## src/rtl/hs4_if.sv

```systemverilog
// Link- and stream-side signals of the 4-phase receiver.
// The names follow the upstream link and the downstream valid/ready stream.
interface hs4_if #(
  parameter int DW    = 8,
  parameter int DEPTH = 4
);
  logic                     req_i;
  logic [DW-1:0]            data_i;
  logic                     ack_o;
  logic [DW-1:0]            data_o;
  logic                     valid_o;
  logic                     ready_i;
  logic [$clog2(DEPTH):0]   level_o;

  // Handshakes:
  // - Upstream link is 4-phase. req_i rises with data_i stable, and ack_o rises once
  //   the word is stored. req_i then falls, and ack_o falls after that.
  // - Downstream stream: a word transfers on every rising clk where valid_o & ready_i.
  //   valid_o stays high, and data_o stays stable, until the word is taken.
  modport slave (
    input  req_i, data_i, ready_i,
    output ack_o, data_o, valid_o, level_o
  );

  modport master (
    output req_i, data_i, ready_i,
    input  ack_o, data_o, valid_o, level_o
  );
endinterface

```

## src/rtl/hs4_receiver.sv

```systemverilog
// Sink of a 4-phase req/ack link: captures one word per request phase into a
// first-word-fall-through FIFO and presents it on a valid/ready stream.
module hs4_receiver #(
  parameter int DW          = 8,
  parameter int DEPTH       = 4,
  parameter int SYNC_STAGES = 2
) (
  input  logic       clk,
  input  logic       rst,
  hs4_if.slave       bus,
  output logic [1:0] state_dbg
);
  localparam int AW = $clog2(DEPTH);
  localparam int LW = AW + 1;

  // REL is encoded as bit 1 alone, so ack_o comes straight from one flop.
  typedef enum logic [1:0] {
    IDLE = 2'b00,
    CAPT = 2'b01,
    REL  = 2'b10
  } state_t;

  state_t          state;
  state_t          state_nxt;
  logic            req_s;
  logic            wr_en;
  logic            ack;
  logic            pop;
  logic            full;
  logic            valid;
  logic [DW-1:0]   mem [DEPTH];
  logic [AW-1:0]   wr_ptr;
  logic [AW-1:0]   rd_ptr;
  logic [LW-1:0]   level;

  generate
    if (SYNC_STAGES == 0) begin : g_nosync
      assign req_s = bus.req_i;
    end else begin : g_sync
      logic [SYNC_STAGES-1:0] sync_q;

      always_ff @(posedge clk) begin
        if (rst) begin
          sync_q <= '0;
        end else begin
          sync_q[0] <= bus.req_i;
          for (int i = 1; i < SYNC_STAGES; i++) begin
            sync_q[i] <= sync_q[i-1];
          end
        end
      end

      assign req_s = sync_q[SYNC_STAGES-1];
    end
  endgenerate

  // The full test uses the registered level, so a same-cycle pop is not bypassed.
  assign full  = (level == LW'(DEPTH));
  assign valid = (level != '0);
  assign pop   = valid & bus.ready_i;

  always_ff @(posedge clk) begin
    if (rst) begin
      state <= IDLE;
    end else begin
      state <= state_nxt;
    end
  end

  always_comb begin
    state_nxt = state;
    case (state)
      IDLE:    if (req_s && !full) state_nxt = CAPT;
      CAPT:    state_nxt = REL;
      REL:     if (!req_s) state_nxt = IDLE;
      default: state_nxt = IDLE;
    endcase
  end

  always_comb begin
    wr_en = 1'b0;
    ack   = 1'b0;
    case (state)
      CAPT:    wr_en = 1'b1;
      REL:     ack   = 1'b1;
      default: begin
        wr_en = 1'b0;
        ack   = 1'b0;
      end
    endcase
  end

  always_ff @(posedge clk) begin
    if (!rst && wr_en) begin
      mem[wr_ptr] <= bus.data_i;
    end
  end

  always_ff @(posedge clk) begin
    if (rst) begin
      wr_ptr <= '0;
      rd_ptr <= '0;
      level  <= '0;
    end else begin
      if (wr_en) wr_ptr <= wr_ptr + 1'b1;
      if (pop)   rd_ptr <= rd_ptr + 1'b1;
      case ({wr_en, pop})
        2'b10:   level <= level + 1'b1;
        2'b01:   level <= level - 1'b1;
        default: level <= level;
      endcase
    end
  end

  assign bus.ack_o   = ack;
  assign bus.valid_o = valid;
  assign bus.data_o  = valid ? mem[rd_ptr] : '0;
  assign bus.level_o = level;
  assign state_dbg   = state;

endmodule

```

## src/flat_wrapper.sv

```systemverilog
// flat-port wrapper written by rule: the top's interface ports become plain ports
module hs4_receiver_flat 
#(
  parameter int DW          = 8,
  parameter int DEPTH       = 4,
  parameter int SYNC_STAGES = 2
)
  (clk, rst, state_dbg, bus_req_i, bus_data_i, bus_ready_i, bus_ack_o, bus_data_o, bus_valid_o, bus_level_o);
  hs4_if #(.DW(DW), .DEPTH(DEPTH)) bus_i ();
  input  logic clk;
  input  logic rst;
  output logic [1:0] state_dbg;
  input wire logic [$bits(bus_i.req_i)-1:0] bus_req_i;
  input wire logic [$bits(bus_i.data_i)-1:0] bus_data_i;
  input wire logic [$bits(bus_i.ready_i)-1:0] bus_ready_i;
  output wire logic [$bits(bus_i.ack_o)-1:0] bus_ack_o;
  output wire logic [$bits(bus_i.data_o)-1:0] bus_data_o;
  output wire logic [$bits(bus_i.valid_o)-1:0] bus_valid_o;
  output wire logic [$bits(bus_i.level_o)-1:0] bus_level_o;
  assign bus_i.req_i = bus_req_i;
  assign bus_i.data_i = bus_data_i;
  assign bus_i.ready_i = bus_ready_i;
  assign bus_ack_o = bus_i.ack_o;
  assign bus_data_o = bus_i.data_o;
  assign bus_valid_o = bus_i.valid_o;
  assign bus_level_o = bus_i.level_o;
  hs4_receiver #(.DW(DW), .DEPTH(DEPTH), .SYNC_STAGES(SYNC_STAGES)) u_core (.clk(clk), .rst(rst), .bus(bus_i), .state_dbg(state_dbg));
endmodule
```

## config.mk

```make
export PLATFORM = sky130hd
export DESIGN_NAME = hs4_receiver_flat
export DESIGN_NICKNAME = d
export VERILOG_FILES = /design/src/rtl/hs4_if.sv /design/src/rtl/hs4_receiver.sv /design/src/flat_wrapper.sv
export SDC_FILE = /design/constraint.sdc
export NUM_CORES = 1
export LEC_CHECK = 0
export CAP_MARGIN = 10
export CELL_PAD_IN_SITES_DETAIL_PLACEMENT = 1
export CELL_PAD_IN_SITES_GLOBAL_PLACEMENT = 1
export CORE_MARGIN = 4
export CORE_UTILIZATION = 45
export CTS_CLUSTER_DIAMETER = 150
export DETAILED_ROUTE_END_ITERATION = 6
export HOLD_SLACK_MARGIN = 0.06
export PLACE_DENSITY_LB_ADDON = 0.1
export SLEW_MARGIN = 20
export SYNTH_ARGS = -nofsm -noshare
export SYNTH_HDL_FRONTEND = slang
export SYNTH_SLANG_ARGS = --single-unit
```

## constraint.sdc

```tcl
create_clock -name clk -period 3 [get_ports clk]
set_clock_uncertainty 0.05 [all_clocks]
set_input_delay 0.6 -clock clk [delete_from_list [all_inputs] [get_ports clk]]
set_output_delay 0.6 -clock clk [all_outputs]
set_load 0.02 [all_outputs]
```

# Word-level counts from Yosys, hierarchy flattened
# Memories as Yosys holds them, arrays and structs flattened. A register that Yosys moved wholly into a read port is not among the register bits.
# Cells that the tools add are included.
# classes
add_sub_neg,4
n_eq_ne,7
mux,11
bitwise_logic,1
n_reduce_logical,8
# op_table
op,n
$mux W2,4
$mux W8,1
$pmux W2 S3,1
$pmux W3 S2,1
$add A2 B1 Y2 const B,2
$eq A2 B1 Y1 const B,2
$eq A2 B2 Y1 const B,2
$mux W1,4
$add A3 B1 Y3 const B,1
$eq A3 B3 Y1 const B,1
$reduce_bool A3 Y1,1
$sub A3 B1 Y3 const B,1
$logic_and A1 B1 Y1,2
$logic_not A1 Y1,2
$logic_not A2 Y1,1
$ne A2 B1 Y1 const B,1
$ne A2 B2 Y1 const B,1
$reduce_and A2 Y1,1
$reduce_bool A2 Y1,1
$and A1 B1 Y1,1
# totals
reg_bits,11
ram_bits,32
input_bits,12
out_inout_bits,15
wordCells,37
memories,1
# memory_table
name,depth,word_bits,rd,rd_ports_with_merged_regs,wr,line,text
u_core.mem,4,8,1,1,1,hs4_receiver.sv:31,logic [DW-1:0] mem [DEPTH];

# Logic depth before layout (Yosys ltp)
# depth
ltp_word,5
ltp_mapped,8
mapped_depth_nobuf,8

# Worst setup path after synthesis
# OpenSTA, ideal clock, no wires.
# synth_path
path_kind,input to register
from,input bus_ready_i
to,"register u_core.level[2], in the netlist u_core.bus.level_o[2]"
setup_ns,0.071
arrival_ns,1.886
required_ns,2.879
setup_slack_ns,0.993
stages,8
n_path_buf,0
path_cell_list,o31ai_1 -> inv_1 -> ha_1 -> inv_1 -> fa_1 -> xor2_1 -> or3_1 -> a21oi_1
# synth_between
elab_chain_cells,3
elab_cells_between_ends,5
cone_classes,eq/ne (2); mux (1); bitwise (1); reduce/logical (1)
# synth_rtl
element,line,text
start: declaration,flat_wrapper.sv:15,input wire logic [$bits(bus_i.ready_i)-1:0] bus_ready_i;
$and A1 B1 Y1 *,hs4_receiver.sv:60,assign pop = valid & bus.ready_i;
named net u_core.pop,hs4_receiver.sv:28,logic pop;
$eq A2 B1 Y1 or $eq A2 B2 Y1 (tied branches),hs4_receiver.sv:107,"case ({wr_en, pop})"
$pmux W3 S2 or $reduce_bool A2 Y1 (tied branches),--,
end signal: assignment,hs4_receiver.sv:108,2'b10: level <= level + 1'b1;
end signal: assignment,hs4_receiver.sv:109,2'b01: level <= level - 1'b1;
end signal: assignment,hs4_receiver.sv:110,default: level <= level;
end: declaration,hs4_receiver.sv:34,logic [LW-1:0] level;
# The timed path passes the listed nets; every way through them passes the cells marked *.
# A chain may end at the register's enable or synchronous reset.

==> metrics.csv <==
stage,metric,value,unit
setup_path,worst_r2r_startpoint,u_core.bus.level_o[0]$_SDFFE_PP0P_,
cells_and_area,drive_gt1_share,17.81,%
setup_path,end_kind,primary output,
floorplanning,placeableCoreArea,4000,sq um
clock_network,post_cts_resized,0,
min_path,hold_path_end,u_core.g_sync.sync_q[1]$_SDFF_PP0_,
drt,drc,0,
clock_network,cts_tree,done,
synthesis,ys_ff_latch,45,
sta,hold_ws,0.3958,ns
floorplanning,start_util,46.64,%
floorplanning,die_x,72.39,um
flow_run,cap_violations,0,
sta,hold_viol_final,0,
power_and_ir_drop,peakVddDrop,0.0003130,V
floorplanning,ios,27,
synthesis,yosys_warnings,0,
setup_path,path_cells,"buf_4, mux4_2, nor2b_4, clkdlybuf4s50_1",
drt,first_pass_iters,3,
setup_path,cp.required,2.35,ns
power_and_ir_drop,p_leak,0.0007856,uW
setup_path,crit_path_max_fanout,8,
drt,drtAntennaViolNets,0,
power_and_ir_drop,power_density,621.3,nW/um^2
synthesis,synth_cells,114,
cells_and_area,final_util,57.02,%
global_routing,grt_pass1_wl,5382,um
global_routing,grt_pass1_vias,1100,
synthesis,syn-cell-area,1866,sq um
sta,clock.fmax,375.0,MHz
drt,drtIter0Drc,38,
floorplanning,rows,23,
drt,vias_per_cell,4.990,
min_path,worstHoldPathType,flip-flop to flip-flop,
sta,slew_violations,0,
clock_network,clk_latency,0.28,ns
min_path,worstHoldPathCells,1,
cells_and_area,area_growth,22.27,%
floorplanning,die_y,72.39,um
min_path,min-delay-start,u_core.g_sync.sync_q[0]$_SDFF_PP0_,
setup_path,start_kind,flip-flop,
global_routing,grt.overflow.total,0,
setup_path,rrSetupSlack,0.98,ns
clock_network,hold_buffers,0,
synthesis,avgSynthCellArea,16.36,sq um
clock_network,clkTransAtPathRegs,0.08,ns
sta,fin_crit,2.667,ns
clock_network,cts_max_level,2,
sta,worst_pin_slew,0.4422,ns
setup_path,cp_slowest_stage_delay,0.55,ns
cells_and_area,finalNetCount,163,
synthesis,synth_sequential_area_ratio,65.46,%
drt,dr_total_vias,978,
setup_path,arrival,2.02,ns
clock_network,cts_buffers,5,
setup_path,path_class,flip-flop to primary output,
synthesis,yosys.cell_types.count,27,
clock_network,post-cts-setup-buffers,0,
global_routing,grt_max_degree,14,
clock_network,clockRootBuffer,clkbuf_8,
outcome,outcome,completed,
sta,tns,0,ns
sta,rsz0062_at_grt,false,
global_routing,antenna_found_initial,0,
setup_path,rr_worst_depth,8,
place,dp_hpwl,2300,um
sta,setup_viol,0,
floorplanning,die-area,5240,sq um
setup_path,slowest_stage,clkdlybuf4s50_1,
drt,drt-total-wl,3195,um
synthesis,syn-num-nets,132,
place,io_buffers,26,
setup_path,cp_top_family,buffers and inverters,
place,globalplace.congestion,0.7781,
sta,fin_crit_sh,88.89,%
sta,maxSlewHeadroom,70.52,%
global_routing,gr-usage-all-layers,13.93,%
drt,wire_per_inst,16.30,um
setup_path,crit_buf_inv,2,
clock_network,clk_path_buf_depth,2,
cells_and_area,antenna_cells,0,
clock_network,cts.sinks,45,
setup_path,timing.rr.end,u_core.bus.level_o[2]$_SDFFE_PP0P_,
synth_stat cells:
cell,instances,area (sq um)
nand2b_1,1,6.260
nor3_2,1,10.01
xor2_1,3,26.28
fa_1,1,20.02
nor2_1,8,30.03
buf_1,1,3.750
a21oi_1,4,20.02
and2_1,4,25.02
buf_6,2,22.52
edfxtp_1,32,960.9
nor2b_1,3,18.77
nor2b_4,8,110.1
or4b_1,1,10.01
or3_1,2,12.51
dfxtp_1,13,260.3
a31oi_1,1,6.260
mux2i_1,1,10.01
mux4_2,8,180.2
o21ai_1,1,5.000
buf_2,1,5.000
o31ai_1,1,7.510
inv_1,7,26.28
o21ai_0,1,5.000
xnor2_1,1,8.760
clkbuf_2,1,5.000
nand2_1,2,7.510
ha_1,5,62.56
cells in the final DEF, fill, tap and decap left out, types with 2 or more instances in the layout:
| cell | n |
|---|---|
| edfxtp_1 | 32 |
| clkdlybuf4s50_1 | 26 |
| dfxtp_1 | 13 |
| mux4_2 | 8 |
| nor2b_4 | 8 |
| nor2_1 | 8 |
| inv_1 | 7 |
| ha_1 | 5 |
| clkbuf_8 | 5 |
| and2_1 | 4 |
| a21oi_1 | 4 |
| nor2b_1 | 3 |
| xor2_1 | 3 |
| buf_4 | 3 |
| nand2_1 | 2 |
| or3_1 | 2 |
power by group:
part           internal (uW)  total, uW  switching, uW
Combinational            143        288            145
Sequential               679        692           13.8
Clock                    246        437            191
Total                   1070       1420            350
routing by layer:
layer | up-vias | GRT usage (%) | routed length [um]
met3 | 4 | 3.324 | 124
met2 | 17 | 23.26 | 1623
met4 | 0 | 4.918 | 29
met5 | - | 0 | 0
met1 | 487 | 17.80 | 1417
li1 | 470 | - | -
worst max-delay path by stage:
stage | from | slack, ns | depth (start not counted) | endpoint
after global placement | bus_ready_i | 0.48 | 9 | u_core.bus.level_o[2]$_SDFFE_PP0P_
after global routing | flip-flop | 0.22 | 4 | bus_data_o[1]
final | flip-flop | 0.33 | 4 | bus_data_o[1]
after CTS | flip-flop | 0.29 | 4 | bus_data_o[1]
after floorplan | bus_ready_i | 0.99 | 8 | u_core.bus.level_o[2]$_SDFFE_PP0P_
after detailed placement | bus_ready_i | 0.35 | 9 | u_core.bus.level_o[2]$_SDFFE_PP0P_
stage by stage:
step	setup slack [ns]	total power (uW)	cell area (sq um)	instances
floorplan	0.9935	897.1	1866	114
global placement	0.4757	991.7	2175	188
detailed placement	0.3524	1000	2175	188
CTS	0.2938	1437	2281	196
global route	0.2228	1477	2281	196
finish	0.3332	1417	2281	196
sequential cells by signal, summed over array words and instances (netlist names), named ones only:
register,count
u_core.bus.level_o,3
u_core.g_sync.sync_q,2
u_core.mem,32
u_core.rd_ptr,2
u_core.state_dbg,2
u_core.wr_ptr,2
kinds of logic after synthesis:
logic type | synth area share, %
AO/OA/AOI/OAI | 2.347
XOR/XNOR | 1.878
adder cells (fa/ha/maj) | 4.427
buffers and inverters | 3.353
flip-flops | 65.46
multiplexers | 10.19
AND/OR/NAND/NOR | 12.34
area by class of cell:
class / instances / area (sq um)
fill: 373 / 1719
sequential: 45 / 1221
clock inverter: 2 / 33.78
clock buffer: 6 / 72.57
tap: 50 / 62.56
inverter: 7 / 26.28
multi-input combinational: 57 / 581.8
timing repair buffer: 29 / 282.8
Note: power is estimated with default switching activity, not from simulation.
